### config.mk
export PLATFORM = sky130hd
export DESIGN_NAME = glb_tile_pcfg_sched
export DESIGN_NICKNAME = d
export VERILOG_FILES = /design/src/rtl/global_buffer_pkg.sv /design/src/rtl/glb_pcfg_skid_fifo.sv /design/src/rtl/glb_tile_pcfg_sched.sv
export SDC_FILE = /design/constraint.sdc
export NUM_CORES = 1
export LEC_CHECK = 0
export ABC_CLOCK_PERIOD_IN_PS = 4550
export CORE_AREA = 2 2 181 183
export CTS_CLUSTER_DIAMETER = 80
export DETAILED_ROUTE_END_ITERATION = 7
export DIE_AREA = 0 0 183 185
export DONT_BUFFER_PORTS = 1
export GPL_ROUTABILITY_DRIVEN = 0
export HOLD_SLACK_MARGIN = 0.02
export PLACE_DENSITY = 0.52
export SETUP_SLACK_MARGIN = 0.1
export SYNTH_ARGS = -nofsm -noshare
export SYNTH_HDL_FRONTEND = slang
export SYNTH_SLANG_ARGS = --single-unit
### constraint.sdc
create_clock -name clk -period 4.55 [get_ports clk]
set_input_delay 0.455 -clock clk [delete_from_list [all_inputs] [get_ports clk]]
set_output_delay 0.455 -clock clk [all_outputs]
set_load 0.02 [all_outputs]
### src/rtl/global_buffer_pkg.sv
`default_nettype none
// ============================================================================
//  Module   : global_buffer_pkg
//  Purpose  : Shared types and constants for the global-buffer tile, including
//             the CGRA config packet, the parallel-config skid entry and the
//             parallel-config scheduler state encoding.
//  Revision : 1.0 - initial release
// ============================================================================
package global_buffer_pkg;

    localparam int CGRA_PER_GLB        = 4;
    localparam int CGRA_CFG_ADDR_WIDTH = 32;
    localparam int CGRA_CFG_DATA_WIDTH = 32;
    localparam int NUM_CGRA_TILES      = 32;

    typedef struct packed {
        logic                           rd_en;
        logic                           wr_en;
        logic [CGRA_CFG_ADDR_WIDTH-1:0] addr;
        logic [CGRA_CFG_DATA_WIDTH-1:0] data;
    } cgra_cfg_t;

    // One buffered DMA config request; addr already carries the tile offset.
    typedef struct packed {
        logic [CGRA_CFG_ADDR_WIDTH-1:0] addr;
        logic [CGRA_CFG_DATA_WIDTH-1:0] data;
        logic                           last;
    } pcfg_entry_t;

    typedef enum logic [1:0] {
        IDLE  = 2'd0,
        ISSUE = 2'd1,
        GAP   = 2'd2
    } pcfg_sched_state_e;

endpackage
`default_nettype wire

### src/rtl/glb_pcfg_skid_fifo.sv
`default_nettype none
// ============================================================================
//  Module   : glb_pcfg_skid_fifo
//  Purpose  : 2-entry skid FIFO for DMA parallel-config requests.
//             Simultaneous push and pop leave the occupancy unchanged.
//  Ports    : clk, rst      - clock, synchronous active-high reset
//             i_push/i_data - write strobe and entry (ignored when full)
//             i_pop         - read strobe (ignored when empty)
//             o_data        - head entry (valid when o_count != 0)
//             o_count       - current occupancy, 0..2
//  Revision : 1.0 - initial release
// ============================================================================
module glb_pcfg_skid_fifo
    import global_buffer_pkg::*;
(
    input  logic        clk,
    input  logic        rst,
    input  logic        i_push,
    input  pcfg_entry_t i_data,
    input  logic        i_pop,
    output pcfg_entry_t o_data,
    output logic [1:0]  o_count
);

    pcfg_entry_t r_mem [2];
    logic        r_wr_ptr;
    logic        r_rd_ptr;
    logic [1:0]  r_count;
    logic        w_push;
    logic        w_pop;

    assign w_push = i_push & (r_count != 2'd2);
    assign w_pop  = i_pop  & (r_count != 2'd0);

    // Storage needs no reset: occupancy alone decides what is valid.
    always_ff @(posedge clk) begin
        if (w_push) begin
            r_mem[r_wr_ptr] <= i_data;
        end
    end

    always_ff @(posedge clk) begin
        if (rst) begin
            r_wr_ptr <= 1'b0;
            r_rd_ptr <= 1'b0;
            r_count  <= 2'd0;
        end else begin
            if (w_push) begin
                r_wr_ptr <= ~r_wr_ptr;
            end
            if (w_pop) begin
                r_rd_ptr <= ~r_rd_ptr;
            end
            case ({w_push, w_pop})
                2'b10:   r_count <= r_count + 2'd1;
                2'b01:   r_count <= r_count - 2'd1;
                default: r_count <= r_count;
            endcase
        end
    end

    assign o_data  = r_mem[r_rd_ptr];
    assign o_count = r_count;

endmodule
`default_nettype wire

### src/rtl/glb_tile_pcfg_sched.sv
`default_nettype none
// ============================================================================
//  Module   : glb_tile_pcfg_sched
//  Purpose  : Per-tile parallel-config scheduler. Merges the JTAG config path
//             (highest priority, no backpressure, read-address bypass) and
//             the DMA parallel-config stream (valid/ready, tile offset added,
//             programmable inter-write gap) onto one registered config bus
//             broadcast to every CGRA column of the tile.
//  Ports    : clk, reset                 - clock, synchronous active-high reset
//             cfg_pc_dma_mode/offset/gap - DMA path configuration
//             jtag_cfg, jtag_*_bypass    - JTAG config source
//             pc_req_*                   - DMA request handshake and payload
//             cgra_cfg_g2f               - registered config fan-out
//             pc_busy/done_pulse/wr_cnt  - DMA sequence status
//  Revision : 1.0 - initial release
// ============================================================================
module glb_tile_pcfg_sched
    import global_buffer_pkg::*;
#(
    parameter int CGRA_PER_GLB = global_buffer_pkg::CGRA_PER_GLB,
    parameter int ADDR_W       = global_buffer_pkg::CGRA_CFG_ADDR_WIDTH,
    parameter int DATA_W       = global_buffer_pkg::CGRA_CFG_DATA_WIDTH,
    parameter int OFFSET_W     = $clog2(global_buffer_pkg::NUM_CGRA_TILES),
    parameter int GAP_W        = 4,
    parameter int CNT_W        = 16
) (
    input  logic                           clk,
    input  logic                           reset,
    input  logic                           cfg_pc_dma_mode,
    input  logic [OFFSET_W-1:0]            cfg_pc_offset,
    input  logic [GAP_W-1:0]               cfg_pc_wr_gap,
    input  cgra_cfg_t                      jtag_cfg,
    input  logic                           jtag_rd_en_bypass,
    input  logic [ADDR_W-1:0]              jtag_addr_bypass,
    input  logic                           pc_req_valid,
    output logic                           pc_req_ready,
    input  logic [ADDR_W-1:0]              pc_req_addr,
    input  logic [DATA_W-1:0]              pc_req_data,
    input  logic                           pc_req_last,
    output cgra_cfg_t [CGRA_PER_GLB-1:0]   cgra_cfg_g2f,
    output logic                           pc_busy,
    output logic                           pc_done_pulse,
    output logic [CNT_W-1:0]               pc_wr_cnt
);

    pcfg_sched_state_e r_state, w_state_nxt;
    logic [GAP_W-1:0]  r_gap;
    logic [CNT_W-1:0]  r_cnt;
    logic [CNT_W-1:0]  w_cnt_base;
    logic              r_done;
    cgra_cfg_t         r_cfg;

    cgra_cfg_t         w_jtag_pkt;
    logic              w_jtag_act;
    cgra_cfg_t         w_issue;
    pcfg_entry_t       w_head;
    pcfg_entry_t       w_push_entry;
    logic [1:0]        w_count;
    logic [1:0]        w_count_nxt;
    logic              w_push;
    logic              w_pop;

    // ---------------- JTAG source select ----------------
    always_comb begin
        w_jtag_pkt = jtag_cfg;
        if (jtag_rd_en_bypass) begin
            w_jtag_pkt       = '0;
            w_jtag_pkt.rd_en = 1'b1;
            w_jtag_pkt.addr  = jtag_addr_bypass;
        end
    end
    assign w_jtag_act = w_jtag_pkt.rd_en | w_jtag_pkt.wr_en;

    // ---------------- DMA skid buffer ----------------
    // Ready is held low during reset so nothing is accepted into a FIFO
    // that is being cleared.
    assign pc_req_ready = cfg_pc_dma_mode & (w_count != 2'd2) & ~reset;
    assign w_push       = pc_req_valid & pc_req_ready;

    // Offset is applied at accept time, so a later offset change only
    // affects requests accepted after it. The sum wraps at ADDR_W bits.
    assign w_push_entry.addr = pc_req_addr + {{(ADDR_W-OFFSET_W){1'b0}}, cfg_pc_offset};
    assign w_push_entry.data = pc_req_data;
    assign w_push_entry.last = pc_req_last;

    glb_pcfg_skid_fifo u_skid (
        .clk     (clk),
        .rst     (reset),
        .i_push  (w_push),
        .i_data  (w_push_entry),
        .i_pop   (w_pop),
        .o_data  (w_head),
        .o_count (w_count)
    );

    // ---------------- Arbitration ----------------
    assign w_pop       = ~w_jtag_act & (w_count != 2'd0) & (r_gap == '0);
    assign w_count_nxt = w_count + {1'b0, w_push} - {1'b0, w_pop};

    always_comb begin
        w_issue = '0;
        if (w_jtag_act) begin
            w_issue = w_jtag_pkt;
        end else if (w_pop) begin
            w_issue.wr_en = 1'b1;
            w_issue.addr  = w_head.addr;
            w_issue.data  = w_head.data;
        end
    end

    // ---------------- FSM: state register ----------------
    always_ff @(posedge clk) begin
        if (reset) begin
            r_state <= IDLE;
        end else begin
            r_state <= w_state_nxt;
        end
    end

    // ---------------- FSM: next state ----------------
    // "Entries remain" looks at the post-cycle occupancy so a push landing
    // in the same cycle keeps the scheduler out of IDLE.
    always_comb begin
        w_state_nxt = r_state;
        case (r_state)
            IDLE: begin
                if (w_push) begin
                    w_state_nxt = ISSUE;
                end
            end
            ISSUE: begin
                if (w_pop) begin
                    if (cfg_pc_wr_gap != '0) begin
                        w_state_nxt = GAP;
                    end else if (w_count_nxt == 2'd0) begin
                        w_state_nxt = IDLE;
                    end
                end
            end
            GAP: begin
                if (r_gap == {{(GAP_W-1){1'b0}}, 1'b1}) begin
                    w_state_nxt = (w_count_nxt != 2'd0) ? ISSUE : IDLE;
                end
            end
            default: w_state_nxt = IDLE;
        endcase
    end

    // ---------------- FSM: outputs ----------------
    always_comb begin
        pc_busy = (r_state != IDLE);
    end

    // ---------------- Gap counter, write counter, output register ----------------
    // The write count restarts in the cycle after a done pulse; a pop in that
    // same cycle counts as the first write of the next sequence.
    assign w_cnt_base = r_done ? '0 : r_cnt;

    always_ff @(posedge clk) begin
        if (reset) begin
            r_gap  <= '0;
            r_cnt  <= '0;
            r_done <= 1'b0;
            r_cfg  <= '0;
        end else begin
            if (w_pop) begin
                r_gap <= cfg_pc_wr_gap;
            end else if (r_gap != '0) begin
                r_gap <= r_gap - {{(GAP_W-1){1'b0}}, 1'b1};
            end
            if (w_pop && (w_cnt_base != '1)) begin
                r_cnt <= w_cnt_base + {{(CNT_W-1){1'b0}}, 1'b1};
            end else begin
                r_cnt <= w_cnt_base;
            end
            r_done <= w_pop & w_head.last;
            r_cfg  <= w_issue;
        end
    end

    assign pc_done_pulse = r_done;
    assign pc_wr_cnt     = r_cnt;

    generate
        for (genvar gi = 0; gi < CGRA_PER_GLB; gi++) begin : g_fanout
            assign cgra_cfg_g2f[gi] = r_cfg;
        end
    endgenerate

endmodule
`default_nettype wire

==> key figures, run 1 <==
Run status
  – Status: complete, no violations

Clock tree
  – Clock Path Buffers: 3
  – Clock Sinks: 224
  – CTS tree: built
  – Root cell of the clock tree: clkbuf_16
  – CTS clk-pin slew, worst paths: 0.06 ns
  – Clock Latency Late Sink: 0.54 ns
  – CTS resizes: 0
  – Num CTS Buffers: 28
  – H-tree levels: 1

Synth
  – Post-Syn Nets: 1091
  – Sequential share of the synthesized area: 54.7%
  – Seq cells post-synth: 224
  – Number of synthesized flops with an enable pin: 130
  – Synth top area share: 36.9%
  – Warning count from the yosys run: 0
  – Cell area after synthesis: 10600 sq um
  – Asr flop ratio synth: 0%
  – Synthesized instance count: 901
  – Synth unique cells: 52
  – Main synth FF type: edfxtp_1
  – Syn avg cell area: 11.7 sq um
  – Yosys top cell by area: edfxtp_1
  – Synth top area cells: edfxtp_1 (37%), dfxtp_1 (18%), buf_4 (14%)

Timing
  – RSZ-0062 raised after global routing: no
  – Slew Limit Fails: 0
  – Worst rel slew slack: 27.6%
  – Setup Skew: 0.00876 ns
  – Finish-stage setup viols: 0
  – Final worst path period need: 2.98 ns
  – Slack of the critical path: 1.57 ns
  – Peak Freq: 0.336 GHz
  – Final period util: 65.5%
  – Tightest Pin Transition: 1.08 ns
  – Final Hold Viols: 0

Detailed routing
  – Vias per inst: 4.84
  – Routed WL: 25.2 mm
  – Total vias in the final route: 5787
  – DRT antenna net count: 0
  – First-pass DRT Iterations: 4
  – Drt drc: 0
  – Avg WL per Cell: 21.1 um
  – Iter 0 DRT Violations: 229

Finish
  – Multi-input logic area: 3150 sq um
  – Fill cell count: 3152
  – Area grow syn2layout: 5.02%
  – Most common cell after layout, fill and taps aside: edfxtp_1
  – Most frequent cells in the layout: edfxtp_1 (130), mux2i_1 (98), dfxtp_1 (93), dlygate4sd3_1 (60), nand2_1 (54)
  – Final Non-Filler Cells: 1196
  – Final nets: 956
  – Ant diodes: 0
  – Sequential cell area: 5790 sq um
  – Layout cells sized above 1: 8.76%

Hold path
  – Worst hold path type: in -> reg

Placed design
  – Pre-CTS WS: 1.55 ns
  – Inst Count DP: 1084
  – Number of port buffers: 0
  – Detailed placement HPWL: 17.3 mm

Die
  – Die width: 183 um
  – Die height: 185 um
  – Initial Utilization: 33.0%
  – IO Pins: 460
  – Floorplan core area: 32000 sq um
  – Die area: 33900 sq um
  – Row cnt: 66

Critical path
  – Slowest stage cell, crit path: buf_4
  – Crit Path Max Fanout: 65
  – CP required: 4.70 ns
  – CP arrival: 3.13 ns
  – Max incr delay on CP: 0.74 ns
  – Reg-to-Reg Start: u_skid.o_count[0]
  – CP endpoint: u_skid.r_mem[0][10]
  – Worst reg2reg path endpoint: u_skid.r_mem[0][10]
  – CP Class: reg -> reg
  – CP cell instances: nor2b_1 -> nor3b_1 -> nand2_1 -> nor2_4 -> buf_4
  – Reg2reg path depth: 5
  – Register-to-register setup slack: 1.57 ns
  – Worst Setup SP: u_skid.o_count[0]
  – Critical Path Source Type: flop
  – CP Capture Type: flop

Global route
  – Global-route wire length before repair: 36.0 mm
  – Total track usage: 14.2%
  – Antenna violations before repair: 0
  – Vias in the first global route: 5912
  – Largest net degree at the start of global routing: 66
  – Gr ovfl total: 0

Power
  – Overall Power: 5.10 mW
  – Leak pwr: 3.75 nW
  – Worst vdd ir: 245 uV
  – PwrDens: 460 nW/um^2

Flow run
  – Max-capacitance violation count: 0
==> cell families (layout without fill, tap and decap cells) <==
family                     count (synthesis)  count (layout)  synth area share (%)
DFF                                      224             224                  54.7
adders and majority gates                 13              13                  1.61
and+or+nand+nor                          168             168                  8.39
buffers and inverters                    239             126                  15.7
AOI/OAI and AO/OA                        112             112                  6.38
xor gates and xnor gates                  46              46                  3.81
muxes                                     99              99                  9.39
==> sequential cells by signal, indices dropped and copies added, names as in the netlist, named ones only <==
name,flops
cgra_cfg_g2f,66
pc_wr_cnt,16
pc_done_pulse,1
u_skid.r_wr_ptr,1
u_skid.r_mem,130
r_state,2
u_skid.r_rd_ptr,1
r_gap,4
u_skid.o_count,2
==> stage by stage <==
step,util [%],TNS (ns),hold WS [ns],area (sq um)
floorplan,-,-34.83,0.453,10600
global placement,29.7,0,0.467,9530
detailed placement,29.7,0,0.481,9530
CTS,34.6,0,0.0241,11100
global route,34.6,0,0.0353,11100
finish,34.6,0,0.0540,11100
==> critical path: cells and delay by family, from the launching register on <==
family / cells / cell delay (ns)
buffers and inverters: 1 / 0.74
flip-flops: 1 / 0.42
AND/OR/NAND/NOR: 4 / 1.35
==> power by group <==
group          internal (mW)  switching [mW]  total [mW]
registers               2.22           0.237        2.46
clock network           1.43           0.874        2.31
logic                  0.154           0.180       0.334
==> final cells by class <==
type                       instances  share of cell area [%]
clock buffer                      37                    6.99
clock inverter                    15                    1.77
inverter                           9                   0.304
multi-input combinational        438                    28.4
sequential                       224                    52.2
tap                              408                    4.60
timing repair buffer              65                    5.75
==> worst min path at each step <==
stage | startpoint | end | slack (ns) | cells after the start
2_1_floorplan | u_skid.r_mem[0][0] | pc_done_pulse | 0.45 | 2
3_3_place_gp | u_skid.r_mem[0][0] | pc_done_pulse | 0.47 | 2
3_5_place_dp | u_skid.r_mem[1][0] | pc_done_pulse | 0.48 | 2
4_1_cts | jtag_cfg[4] | cgra_cfg_g2f[4] | 0.02 | 2
5_1_grt | jtag_cfg[5] | cgra_cfg_g2f[5] | 0.04 | 2
6_report | jtag_cfg[4] | cgra_cfg_g2f[4] | 0.05 | 2
==> per-layer routing <==
layer	vias to the layer above	wire, um	share of wire [%]	track usage, %
li1	2735	-	-	-
met1	2712	9440	37	15.5
met2	294	13200	52	26.7
met3	46	1840	7.3	3.81
met4	0	730	2.9	4.51
met5	-	0	0	0
==> Yosys cell counts (2+ instances only) <==
master	number
buf_4	198
or2_2	5
nor2b_1	7
nand2_1	54
clkbuf_1	24
and3_1	3
o22ai_1	33
edfxtp_1	130
or3_1	4
nand2b_1	4
xor2_1	9
inv_1	9
nand3_1	13
and2_1	5
nor3_1	4
or4_1	3
buf_2	5
a21o_1	5
nand4_1	14
mux2i_1	98
nor3b_1	3
dfxtp_1	94
nor2_1	31
and4_1	3
xnor2_1	37
nor4_1	6
ha_1	12
o21bai_1	2
a21oi_1	16
o21ai_0	41
a211oi_1	8
==> timing repair <==
action | in CTS | in global routing
hold endpoints to repair | 108 | 0
hold buffers | 60 | 0
setup buffers | 0 | 0
Power figures use the tool's default switching activity.
==> run 2: changes to the inputs <==
ABC_CLOCK_PERIOD_IN_PS = 2950   (was 4550)
PLACE_DENSITY = 0.5   (was 0.52)
clock period = 2.95 ns   (was 4.55 ns; I/O delays follow)
==> key figures, run 2 (synthesis gave the netlist of run 1 again) <==
Clock tree
  – CTS clk-pin slew, worst paths: 0.06 ns (about the same)
  – Num CTS Buffers: 26 (-7.1%)
  – Root cell of the clock tree: clkbuf_16
  – CTS Hold Bufs: 153 (+160%)
  – Clock Path Buffers: 3 (unchanged)
  – Clock Latency Late Sink: 0.53 ns (about the same)
  – Post-CTS setup repair buffer count: 0 (unchanged)
  – H-tree levels: 1 (unchanged)
  – CTS resizes: 0 (unchanged)
  – Clock Sinks: 224 (unchanged)
  – CTS tree: built

Hold path
  – Worst Hold End: cgra_cfg_g2f[35]
  – Hold Path Depth: 2 (unchanged)
  – Hold_sp: jtag_cfg[35]
  – Worst hold path type: in -> reg

Detailed routing
  – DRT antenna net count: 0 (unchanged)
  – Met3 WL: 1.54 mm (-17%)
  – Total vias in the final route: 6296 (+8.8%)
  – First-pass DRT Iterations: 4 (unchanged)
  – Iter 0 DRT Violations: 212 (-7.4%)
  – Avg WL per Cell: 20.3 um (-3.8%)
  – Metal2 WL: 13.7 mm (+4.2%)
  – Routed WL: 26.2 mm (+4.1%)
  – Top layer reached by signal wires: met4
  – Vias per inst: 4.87 (+0.56%)
  – Drt drc: 0 (unchanged)
  – WL met1: 10.2 mm (+8.0%)

Power
  – Worst vdd ir: 403 uV (+65%)
  – Switch Pwr: 1.96 mW (+52%)
  – Overall Power: 7.79 mW (+53%)
  – Power share of the combinational group: 8.4% (+1.9 points)
  – PwrDens: 645 nW/um^2 (+40%)
  – Clock share of power: 42.9% (-2.3 points)
  – Internal power: 5.83 mW (+53%)
  – Leak pwr: 4.17 nW (+11%)
  – Net Sw Frac: 25.2% (-0.15 points)
  – Part of the power in registers: 48.6% (+0.3 points)

Global route
  – Gr ovfl total: 0 (unchanged)
  – Total track usage: 14.8% (+0.55 points)
  – Global-route wire length before repair: 37.9 mm (+5.1%)
  – Largest net degree at the start of global routing: 47 (-29%)
  – Vias in the first global route: 6411 (+8.4%)
  – Antenna violations before repair: 0 (unchanged)

Finish
  – Layout cells sized above 1: 8.92% (+0.16 points)
  – Most frequent cells in the layout: dlygate4sd3_1 (152), edfxtp_1 (130), mux2i_1 (98), dfxtp_1 (93), nand2_1 (54)
  – Util after Layout: 37.7% (+3.1 points)
  – Largest Register: u_skid.r_mem
  – Most common cell after layout, fill and taps aside: dlygate4sd3_1
  – Final nets: 1056 (+10%)
  – Max FFs per register: 130 (unchanged)
  – Area grow syn2layout: 14.4%
  – Ant diodes: 0 (unchanged)

Timing
  – Final worst path period need: 2.46 ns (-0.524 ns)
  – Final Hold Viols: 0 (unchanged)
  – Final period util: 83.2% (+18 points)
  – Peak Freq: 0.407 GHz (+21%)
  – RSZ-0062 raised after global routing: no
  – Tightest Pin Transition: 0.974 ns (-0.110 ns)
  – Slack of the critical path: 0.495 ns (-1.08 ns)
  – Finish-stage setup viols: 0 (unchanged)
  – Worst rel slew slack: 35.0% (+7.3 points)
  – TNS Setup: 0 ns (unchanged)
  – Slew Limit Fails: 0 (unchanged)
  – Setup Skew: 0.0164 ns (+0.00765 ns)

Critical path
  – Critical Path Source Type: flop
  – Reg2reg path depth: 7 (+2)
  – CP arrival: 2.92 ns (-0.21 ns)
  – Crit Path Max Fanout: 5 (-92%)
  – CP cell instances: nor2b_1 -> ha_1 -> nand3_1 -> nor4_4 -> a21oi_1 -> a2111oi_0 -> a31o_2
  – CP required: 3.42 ns (-1.28 ns)
  – CP Capture Type: flop
  – Slowest stage cell, crit path: a2111oi_0
  – Reg-to-Reg Start: pc_wr_cnt[0]
  – Worst reg2reg path endpoint: pc_wr_cnt[2]
  – CP Class: reg -> reg
  – Register-to-register setup slack: 0.49 ns (-1.08 ns)
  – Max incr delay on CP: 0.49 ns (-0.25 ns)

Placed design
  – Number of port buffers: 0 (unchanged)
  – Pre-CTS WS: 0.519 ns (-1.03 ns)
  – Detailed placement HPWL: 17.5 mm (+1.0%)

Die
  – Initial Utilization: 33.0% (unchanged)
  – Die height: 185 um (unchanged)
  – Die area: 33900 sq um (unchanged)
  – Row cnt: 66 (unchanged)
  – Floorplan core area: 32000 sq um (unchanged)
  – IO Pins: 460 (unchanged)
  – Die width: 183 um (unchanged)

Run status
  – Status: complete, no violations

Flow run
  – Max-capacitance violation count: 0 (unchanged)
-- run 2: power groups by stage --
stage	Clock [mW]	Sequential (mW)	Combinational [mW]
floorplan	0	3.63	0.753
global placement	0	3.86	0.451
detailed placement	0	3.86	0.458
CTS	3.47	3.79	0.662
global route	3.58	3.81	0.736
finish	3.34	3.79	0.658
-- run 2: how the worst max path moves through the flow --
stage	startpoint	endpoint	slack [ns]	cells past startpoint
5_1_grt	r_gap[1]	r_state[0]	0.20	13
3_5_place_dp	r_gap[0]	r_state[0]	0.52	13
4_1_cts	pc_wr_cnt[0]	pc_wr_cnt[2]	0.49	7
3_3_place_gp	r_gap[0]	cgra_cfg_g2f[3]	0.59	8
2_1_floorplan	reset	u_skid.r_mem[1][0]	0.31	4
6_report	pc_wr_cnt[0]	pc_wr_cnt[2]	0.49	7
-- run 2: through the flow --
| stage | cell area, sq um | cells | hold slack, ns |
|---|---|---|---|
| 3_5_place_dp | 9620 | 1093 | 0.366 |
| 4_1_cts | 12100 | 1294 | 0.0301 |
| 2_1_floorplan | 10600 | 901 | 0.394 |
| 5_1_grt | 12100 | 1294 | 0.0352 |
| 6_report | 12100 | 1294 | 0.0465 |
| 3_3_place_gp | 9620 | 1093 | 0.368 |
-- run 2: critical path, delay by kind of cell, from the launching register on --
family,cells,cell delay [ns]
flip-flops,1,0.47
AO/OA/AOI/OAI,3,0.87
AND/OR/NAND/NOR,3,0.80
adder cells (fa/ha/maj),1,0.25
-- run 2: area by class of cell --
type / instances / area, sq um
clock buffer: 34 / 752
clock inverter: 14 / 168
fill: 3065 / 20000
inverter: 9 / 33.8
multi-input combinational: 438 / 3160
sequential: 224 / 5790
tap: 408 / 510
timing repair buffer: 167 / 1670
-- run 2: per-layer routing --
metal,vias up,track usage [%]
met3,50,3.03
met4,0,5.15
met2,297,27.6
met5,-,0
met1,3012,16.6
li1,2937,-
